===== config.mk =====
export PLATFORM = sky130hd
export DESIGN_NAME = alu_issue_sequencer
export DESIGN_NICKNAME = d
export VERILOG_FILES = /design/src/rtl/alu_issue_sequencer.sv
export SDC_FILE = /design/constraint.sdc
export NUM_CORES = 1
export LEC_CHECK = 0
export BUFFER_PORTS_ARGS = -buffer_cell sky130_fd_sc_hd__buf_2
export CORE_MARGIN = 8
export CORE_UTILIZATION = 40
export CTS_CLUSTER_DIAMETER = 60
export DETAILED_ROUTE_END_ITERATION = 8
export PLACE_DENSITY_LB_ADDON = 0.3
export SYNTH_ARGS = -nofsm -noshare
export SYNTH_HDL_FRONTEND = slang
export SYNTH_SLANG_ARGS = --single-unit

===== constraint.sdc =====
create_clock -name clk -period 1.7 [get_ports clk]
set_input_delay 0.255 -clock clk [delete_from_list [all_inputs] [get_ports clk]]
set_output_delay 0.255 -clock clk [all_outputs]
set_load 0.02 [all_outputs]

===== src/rtl/alu_issue_sequencer.sv =====
// Issue sequencer in front of the ALU top: takes one {op,A,B} request, loads the
// instruction reg file (addr 0/1/2), waits for the ALU to settle, returns result+flags.
module alu_issue_sequencer #(
  parameter int                          OPERAND_WIDTH     = 8,
  parameter int                          INST_ADDR_LENGTH  = 2,
  parameter logic [OPERAND_WIDTH-1:0]    OP_MULT_CODE      = 8'h05,
  parameter int                          SETTLE_CYCLES     = 1,
  parameter int                          MULT_EXTRA_CYCLES = 1,
  parameter int                          CNT_WIDTH         = 16
) (
  input  logic                        clk,
  input  logic                        rst,
  input  logic                        reqValid,
  output logic                        reqReady,
  input  logic [OPERAND_WIDTH-1:0]    reqOp,
  input  logic [OPERAND_WIDTH-1:0]    reqA,
  input  logic [OPERAND_WIDTH-1:0]    reqB,
  output logic                        rspValid,
  input  logic                        rspReady,
  output logic [OPERAND_WIDTH-1:0]    rspResult,
  output logic [3:0]                  rspFlags,
  output logic                        aluWriteEn,
  output logic [INST_ADDR_LENGTH-1:0] aluWriteAddress,
  output logic [OPERAND_WIDTH-1:0]    aluInst,
  input  logic [OPERAND_WIDTH-1:0]    aluResult,
  input  logic [3:0]                  aluFlags,
  output logic                        busy,
  output logic [CNT_WIDTH-1:0]        txnCount,
  output logic [CNT_WIDTH-1:0]        errCount
);

  localparam int N_MAX = SETTLE_CYCLES + MULT_EXTRA_CYCLES;
  localparam int WC_W  = (N_MAX < 2) ? 1 : $clog2(N_MAX + 1);

  typedef enum logic [2:0] {
    S_IDLE, S_WR_OP, S_WR_A, S_WR_B, S_WAIT, S_RESP
  } state_t;

  state_t                     state_q, state_d;
  logic [OPERAND_WIDTH-1:0]   op_q, a_q, b_q;
  logic [WC_W-1:0]            wcnt_q;
  logic [OPERAND_WIDTH-1:0]   result_q;
  logic [3:0]                 flags_q;
  logic [CNT_WIDTH-1:0]       txn_q, err_q;
  logic                       accept, capture, rsp_hs;

  assign accept  = (state_q == S_IDLE) && reqValid;
  assign capture = (state_q == S_WAIT) && (wcnt_q == WC_W'(1));
  assign rsp_hs  = (state_q == S_RESP) && rspReady;

  always_ff @(posedge clk) begin
    if (rst) state_q <= S_IDLE;
    else     state_q <= state_d;
  end

  always_comb begin
    state_d = state_q;
    case (state_q)
      S_IDLE:  if (reqValid) state_d = S_WR_OP;
      S_WR_OP: state_d = S_WR_A;
      S_WR_A:  state_d = S_WR_B;
      S_WR_B:  state_d = S_WAIT;
      S_WAIT:  if (capture) state_d = S_RESP;
      S_RESP:  if (rspReady) state_d = S_IDLE;
      default: state_d = S_IDLE;
    endcase
  end

  always_comb begin
    reqReady        = (state_q == S_IDLE);
    busy            = (state_q != S_IDLE);
    rspValid        = (state_q == S_RESP);
    aluWriteEn      = 1'b0;
    aluWriteAddress = '0;
    aluInst         = '0;
    case (state_q)
      S_WR_OP: begin aluWriteEn = 1'b1; aluWriteAddress = INST_ADDR_LENGTH'(0); aluInst = op_q; end
      S_WR_A:  begin aluWriteEn = 1'b1; aluWriteAddress = INST_ADDR_LENGTH'(1); aluInst = a_q;  end
      S_WR_B:  begin aluWriteEn = 1'b1; aluWriteAddress = INST_ADDR_LENGTH'(2); aluInst = b_q;  end
      default: ;
    endcase
  end

  // Wait counter is loaded while writing B so WAIT lasts exactly N cycles.
  always_ff @(posedge clk) begin
    if (rst) begin
      op_q     <= '0;
      a_q      <= '0;
      b_q      <= '0;
      wcnt_q   <= '0;
      result_q <= '0;
      flags_q  <= '0;
      txn_q    <= '0;
      err_q    <= '0;
    end else begin
      if (accept) begin
        op_q <= reqOp;
        a_q  <= reqA;
        b_q  <= reqB;
      end
      if (state_q == S_WR_B)
        wcnt_q <= (op_q == OP_MULT_CODE) ? WC_W'(SETTLE_CYCLES + MULT_EXTRA_CYCLES)
                                         : WC_W'(SETTLE_CYCLES);
      else if (state_q == S_WAIT)
        wcnt_q <= wcnt_q - WC_W'(1);
      if (capture) begin
        result_q <= aluResult;
        flags_q  <= aluFlags;
      end
      if (rsp_hs) begin
        txn_q <= txn_q + CNT_WIDTH'(1);
        if (flags_q[3] && (err_q != '1))
          err_q <= err_q + CNT_WIDTH'(1);
      end
    end
  end

  assign rspResult = result_q;
  assign rspFlags  = flags_q;
  assign txnCount  = txn_q;
  assign errCount  = err_q;

endmodule


* Word level (Yosys, flattened, before mapping)
Cells that the tools add are included. W data, S select, Z words.
Storage, ports and cells: register bits 73, input bits 40, word-level logic and storage cells 43
Operators by class: $add $sub $neg 3, equal/unequal tests 11, mux-type cells 10, reductions and logical operators 10
Operators by type and width (count):
- $add A16 B1 Y16 const B | 2
- $pmux W8 S3 | 1
- $pmux W3 S6 | 1
- $ne A16 B16 Y1 const B | 1
- $mux W3 | 3
- $eq A8 B3 Y1 const B | 1
- $eq A3 B2 Y1 const B | 2
- $eq A3 B3 Y1 const B | 2
- $mux W2 | 3
- $logic_and A1 B1 Y1 | 4
- $ne A2 B2 Y1 const B | 2
- $pmux W2 S2 | 1
- $eq A3 B1 Y1 const B | 1
- $logic_not A3 Y1 | 1
- $reduce_and A3 Y1 | 1
- $reduce_bool A3 Y1 | 1
- $reduce_or A3 Y1 | 1
- $eq A2 B1 Y1 const B | 1
- $ne A2 B1 Y1 const B | 1
- $reduce_and A2 Y1 | 1
- $reduce_bool A2 Y1 | 1
- $sub A2 B1 Y2 const B | 1
- $mux W1 | 1

* Longest topological paths before layout
Gate-level depths: netlist (run 1).
depth after elaboration 4, mapped depth 7, gate-level depth less buffers 6

* Worst setup path before layout (run 1)
Ideal clock, no wire load.
kind reg2reg, from reg state_q[2], to reg a_q[3], data arrival time 1814 ps, setup slack -184 ps, cell stages (with the launch flop) 8, cells stage by stage dfxtp_1 buf_4 nor3_1 and2_1 clkbuf_1 buf_2 nand2_1 a21oi_1
On the way: cells in the longest elaborated chain, start to end 2
Ends and longest elaborated chain:
- start, declared | RTL line 39 | state_t state_q, state_d;
- start signal, assigned | RTL line 53 | else state_q <= state_d;
- $logic_not A3 Y1
- named net reqReady | RTL line 14 | output logic reqReady,
- $logic_and A1 B1 Y1 | RTL line 47 | assign accept = (state_q == S_IDLE) && reqValid;
- end signal, assigned | RTL line 98 | a_q <= reqA;
- end, declared | RTL line 40 | logic [OPERAND_WIDTH-1:0] op_q, a_q, b_q;
The timed path passes the listed nets, and every way through them passes these cells. A chain may end at the register's enable or synchronous reset.

* Worst setup path after layout (run 1)
from reg state_q[1], to out aluInst[0]
On the way: cells in the longest elaborated chain, start to end 2
Ends and longest elaborated chain:
- $eq A3 B2 Y1 / $eq A3 B1 Y1 (equally long branches) | RTL line 76 | case (state_q)
- $pmux W8 S3 (*) | RTL line 76
- end, declared | RTL line 24 | output logic [OPERAND_WIDTH-1:0] aluInst,
Every way passes the cells marked *; elsewhere a longest branch is shown, timed or not.

==> results.md, run 1 <==
* Status: finished with violations
* Failing checks: negative setup slack
* Final Hold Viols at 0
* Hold Path Class: in -> reg
* Mapped Nets at 474
* Initial antenna violation count at 0
* Period utilization at 103.2%
* CTS sink cnt at 73
* Drt initial violations at 204
* HPWL after DPL at 6552 um
* FILL cells at about 740
* CP Class: reg -> out
* Starting density of the core at 41.44%
* Nets at 608
* CTS tree: yes
* Dominant cells by area after synthesis: dfxtp_1 (43%), nand2_1 (10%), a21oi_1 (9.1%)
* Synth top cells by count: nand2_1 (95), dfxtp_1 (73), a21oi_1 (62), nor2_1 (37), clkbuf_1 (16)
* Clock period minus final worst setup slack at 1.754 ns
* Synth async-reset ratio at 0%
* Share of cells above drive strength 1 at 43.23%
* DIE AREA at around 12000 um2
* R2r worst-path depth at 5
* DRC Markers at 0
* Total wire length at 10400 um
* Drt first pass iters at 4
* Max-slew headroom at 73.40%
* Die Wd at 108.5 um
* Pwr Density at 763.6 nW/um2
* Leakage power at 2.080 nW
* Main flop type after synthesis: dfxtp_1
* WP data required at 1.44 ns
* DR WL met2 at between 4000 and 5000 um
* TritonCTS Buffers at 9
* Final count of negative-setup-slack endpoints at 15
* Area grow syn2layout at 45.05%
* Root Buffer: clkbuf_8
* Placed instance area at 4187 um2
* Die height at 108.5 um
* Worst Skew at around 0.0087 ns
* DR vias/cell at 5.289
* Hold Buf Count CTS at 0
* Peak VDD IR at about 0.42 mV
* Crit path DAT at 1.50 ns
* Area leader, netlist: dfxtp_1
* Vias in the first global route at 3252
* Register area share after synthesis at a little over two fifths
* Post-Place Setup Slack at -0.02466 ns
* First-pass GRT wire length at around 15000 um
* Hold Path Stages at 3
* Worst Tran Pin Value at 0.3980 ns
* Pin count of the biggest net entering global routing at 38
* Core Box Area at roughly 8300 um2
* Count leader, synth: nand2_1
* Via count at 3565
* Top Ports at 98
* Routed Antenna Nets at 0
* Setup TNS at -0.4839 ns
* Congestion Overflow GR at 0
* Max FO, Critical Path at 6
* Row Count at 33
* Ant. Diodes at 0
* Uppermost routed layer: met4
* Cell area after layout at 4964 um2
* Synth unique cells at 47
* Met3 Routed Length at roughly 800 um
* MaxCap Viol Count at 0
* Yosys reg bits at 73
* GPL Wtd Cong at between 0.8 and 0.9
* RSZ-0062 raised after global routing: yes
* Syn Area/Cell at 7.940 um2
* H-Tree Depth at 3
* Final Slew Violations at 0
* Clock slew at reported path FFs at 0.08 ns
* Yosys top cell area share at 42.71%
* Worst path cell trace: buf_12 > mux2_4 > a21oi_2 > nor2_2 > buf_6
* Max Fclk at 570.1 MHz
* GRT Util Overall at 15.79%
* Avg WL per Cell at 15.43 um
* Worst-skew pair later-pin latency at approximately 0.34 ns
* Final hold slack at 0.1440 ns
* Post-synth EDFFs at 0
* Syn Inst Count at 431
* Worst-path cell with the longest stage delay: dfxtp_4
* Startpoint Class: flip-flop
* Max stage delay on crit path at around 0.40 ns
* Final worst slack at -0.05414 ns
* Number of port buffers at 97
* Synth warnings at 0
* Mapped cell area at 3422 um2
* Clock tree buffer depth at 2
* M1 WL at 4635 um
* CP endpoint kind: output port
## layer usage
layer  global-route usage [%]  up-vias
met3                    4.462       16
met5                        0        -
met2                    25.94      122
met1                    18.92     1660
met4                    6.647        0
li1                         -     1767
## critical path: cells and delay by family (launching register included)
family | cells | cell delay, ns
mux | 1 | 0.31
simple gates | 1 | 0.06
buf+inv | 2 | 0.26
compound gates | 1 | 0.14
flops | 1 | 0.40
## state kept, by name, indices dropped and copies added (netlist names)
| name | count |
|---|---|
| rspFlags | 4 |
| b_q | 8 |
| wcnt_q | 2 |
| txnCount | 16 |
| state_q | 3 |
| a_q | 8 |
| rspResult | 8 |
| op_q | 8 |
| errCount | 16 |
## cell usage in the layout (no fill, tap or decap), types with 3 or more instances in the layout
| cell type | n |
|---|---|
| o21ai_0 | 7 |
| dfxtp_1 | 58 |
| a21oi_2 | 14 |
| nor2b_1 | 7 |
| xnor2_1 | 7 |
| nand2_1 | 94 |
| dfxtp_4 | 5 |
| a211oi_1 | 3 |
| or4_4 | 4 |
| a21oi_1 | 48 |
| clkbuf_8 | 10 |
| nor2_1 | 27 |
| buf_2 | 87 |
| buf_6 | 14 |
| and3_1 | 3 |
| mux2_4 | 8 |
| nor2_2 | 10 |
| nand3_1 | 13 |
| buf_12 | 3 |
| and4_1 | 3 |
| buf_4 | 40 |
| nor3_2 | 3 |
| or3_1 | 5 |
| mux2_2 | 6 |
| o31ai_1 | 4 |
| dfxtp_2 | 10 |
| nand4_1 | 6 |
| inv_1 | 8 |
| nor3_1 | 8 |
| and2_1 | 3 |
## metrics by stage
step           util [%]  total power, mW  instances
2_1_floorplan         -            2.165        431
3_3_place_gp      50.70            2.313        634
3_5_place_dp      50.70            2.323        634
4_1_cts           54.64            3.774        652
5_1_grt           60.11            3.982        674
6_report          60.11            3.790        674
## kinds of logic (layout without fill, tap and decap cells)
| kind of cell | count (synthesis) | after routing | share of synthesized area [%] |
|---|---|---|---|
| compound gates | 87 | 87 | 14.33 |
| xor+xnor | 9 | 9 | 2.304 |
| fa+ha+maj | 3 | 3 | 1.097 |
| buf+inv | 35 | 171 | 4.534 |
| flops | 73 | 73 | 42.71 |
| mux | 14 | 14 | 4.607 |
| simple gates | 210 | 212 | 30.42 |
## path summary, 6_finish.rpt
check	startpoint	end	slack (ns)
max	state_q[1]	aluInst[0]	-0.05
min	reqA[3]	a_q[3]	0.14
max reg2reg	errCount[7]	errCount[12]	-0.04
min reg2reg	rspResult[4]	rspResult[4]	0.45
## power by group
| group | total (mW) | switching (mW) | internal, mW |
|---|---|---|---|
| Clock | 1.37 | 0.662 | 0.708 |
| Combinational | 0.608 | 0.319 | 0.289 |
| Sequential | 1.81 | 0.0471 | 1.76 |
## final cells by class
class                      instances  area (um2)  area share [%]
tap                              105       131.4           2.647
multi-input combinational        325        2091           42.12
timing repair buffer             147        1021           20.57
inverter                           9       33.78          0.6806
clock buffer                      10       137.6           2.773
clock inverter                     5       56.30           1.134
sequential                        73        1493           30.07
## repair_timing
item                       in CTS  in global routing
setup buffers                   2                 18
pin swaps                       1                 24
gates resized for setup        25                 75
cloned                          1                  4
setup endpoints to repair      13                 30
No activity file was read; power rests on OpenSTA's default activity.
==> inputs of run 2 (changes only) <==
==> constraint.sdc (replaced) <==
create_clock -name clk -period 1.7 [get_ports clk]
set_input_delay 0.255 -clock clk [delete_from_list [all_inputs] [get_ports clk]]
set_output_delay 0.255 -clock clk [all_outputs]
set_load 0.01 [all_outputs]
==> run 2 against run 1 <==
Against the previous run: the flow still finishes with violations (negative setup slack); die area is the same; register-to-register slack hardly changed; sequential cell count is the same; final area shrank 0.76%; final cell count grew 0.15%; maximum frequency fell by 0.22%; hold slack about the same; non-clock buffer count increased by 3; total power decreased by 2.1%; routed wire length down 2.8%; critical path depth stayed put; critical endpoint is now aluInst[5]; largest power group unchanged; highest routed layer unchanged.
==> results.md, run 2 (same netlist as run 1, synthesis figures left out) <==
* Status: finished with violations
* Failing checks: negative setup slack
* Reg2Reg Setup Slack at -0.04 ns
* DRC Markers at 0
* Leakage power at approximately 2.1 nW
* Worst Tran Pin Value at approximately 0.51 ns
* Routed Antenna Nets at 0
* Logic pwr share at between 10% and 20%
* Met1 Use GR at about 21%
* H-Tree Depth at 3
* Crit path buf inv count at 2
* Period utilization at 103.4%
* Critical Path Start: state_q[1]
* DR vias/cell at 5.244
* Met2 Use GR at between 20% and 30%
* Max-slew headroom at roughly two thirds
* Sw Share at around 27%
* Worst path cell trace: buf_12 > mux2_4 > a21oi_2 > nor2_1 > buf_2
* Crit path capture: aluInst[5]
* Sw Pwr at 0.9957 mW
* RSZ-0062 raised after global routing: yes
* Int Power at 2.716 mW
* Max stage delay on crit path at roughly 0.40 ns
* Most frequent cells in the layout: buf_2 (97), nand2_1 (94), dfxtp_1 (60)
* Clock tree buffer depth at 2
* Root Buffer: clkbuf_8
* Final count of negative-setup-slack endpoints at 12
* GRT Util Overall at 16.55%
* Most common cell after layout, fill and taps aside: buf_2
* Final Slew Violations at 0
* Final Hold Viols at 0
* Tot Pwr at ~3.7 mW
* HPWL after DPL at between 6000 and 7000 um
* R2R Path Start: errCount[0]
* Crit path DAT at ~1.5 ns
* Initial antenna violation count at 0
* Max Fclk at 568.8 MHz
* Worst-skew pair later-pin latency at 0.34 ns
* Congestion Overflow GR at 0
* Cell area after layout at 4926 um2
* MaxCap Viol Count at 0
* FILL cells at 737
* Startpoint Class: flip-flop
* Hold Path Class: in -> reg
* Final hold slack at 0.1438 ns
* Worst Skew at between 0.01 and 0.015 ns
* CTS tree: yes
* Pin count of the biggest net entering global routing at 43
* Area grow syn2layout at 43.95%
* GPL Wtd Cong at 0.9284
* Clock slew at reported path FFs at 0.08 ns
* Via count at 3540
* First-pass GRT wire length at 16080 um
* Drt initial violations at roughly 220
* Avg WL per Cell at 14.98 um
* CP endpoint kind: output port
* WP data required at between 1 and 1.5 ns
* Die Wd at 108.5 um
* Die height at 108.5 um
* Top Ports at 98
* Top Usage Layer GRT: met2
* Ant. Diodes at 0
* CTS sink cnt at 73
* Met3 Resource Use GR at 4.402%
* Reg-to-reg endpoint: errCount[7]
* Share of cells above drive strength 1 at between 40% and 50%
* CP Class: reg -> out
* Sequential cell fraction of total power at about half
* TritonCTS Buffers at 9
* Vias in the first global route at 3368
* Nets at just over 600
* Final worst slack at -0.05807 ns
* DIE AREA at 11770 um2
* R2r worst-path depth at 7
* Drt first pass iters at 4
* Number of port buffers at 97
* Starting density of the core at 41.44%
* Pwr Density at about 750 nW/um2
* Worst-path cell with the longest stage delay: dfxtp_4
* Clock period minus final worst setup slack at around 1.8 ns
* CP delay by family, top: flip-flops
* Placed instance area at 4223 um2
* Row Count at 33
* Clock Power Share at 35.8%
* Peak VDD IR at 0.5817 mV
* Max FO, Critical Path at 6
* Worst path depth at 5
* Core Box Area at 8258 um2
* Total wire length at 10110 um
run 2: worst min path at each step:
| stage | start | end | slack (ns) | depth (start not counted) |
|---|---|---|---|---|
| after global routing | aluResult[5] | rspResult[5] | 0.14 | 3 |
| after global placement | rspResult[0] | rspResult[0] | 0.44 | 2 |
| after CTS | aluResult[5] | rspResult[5] | 0.13 | 3 |
| after floorplan | reqB[0] | b_q[0] | 0.39 | 2 |
| final | aluResult[5] | rspResult[5] | 0.14 | 3 |
| after detailed placement | b_q[3] | b_q[3] | 0.45 | 2 |
run 2: stage by stage:
step	worst slack, ns	setup TNS, ns	utilization [%]	instances
floorplan	-0.02299	-0.02299	-	431
global placement	0.02440	0	51.14	643
detailed placement	-0.007403	-0.007403	51.14	643
CTS	-0.06441	-0.4959	55.83	663
global route	-0.1237	-1.559	59.65	675
finish	-0.05807	-0.3451	59.65	675
run 2: layout make-up:
type / instances / area, um2 / area share, %
clock buffers: 10 / 127.6 / 2.591
flip-flops and latches: 73 / 1483 / 30.10
repair buffers: 150 / 1007 / 20.45
inverters: 9 / 33.78 / 0.6858
clock inverters: 5 / 57.56 / 1.168
well taps: 105 / 131.4 / 2.667
multi-input cells: 323 / 2086 / 42.34
run 2: power groups by stage:
stage / sequential (mW) / combinational [mW] / clock, mW
2_1_floorplan: 1.83 / 0.298 / 0
3_3_place_gp: 1.84 / 0.447 / 0
3_5_place_dp: 1.85 / 0.452 / 0
4_1_cts: 1.82 / 0.558 / 1.37
5_1_grt: 1.82 / 0.621 / 1.43
6_report: 1.82 / 0.567 / 1.33
run 2: worst register-to-register path: stages, from the launching register on:
cell and delay (ns):
dfxtp_4 0.36, ha_4 0.15, nand4_1 0.17, nor4_4 0.08, buf_4 0.16, buf_6 0.13
or4_1 0.49, a21oi_2 0.13
run 2: routing by layer:
| metal | vias up | wire length (um) |
|---|---|---|
| met3 | 11 | 802 |
| met5 | - | 0 |
| met1 | 1645 | 4437 |
| li1 | 1767 | - |
| met4 | 0 | 121 |
| met2 | 117 | 4749 |
run 2: what timing repair did:
item,in CTS,in global routing
buffers inserted,4,11
cloned,2,1
endpoints found under the setup margin,16,31
gates resized for setup,33,58
hold buffers,0,0
pin swaps,7,23
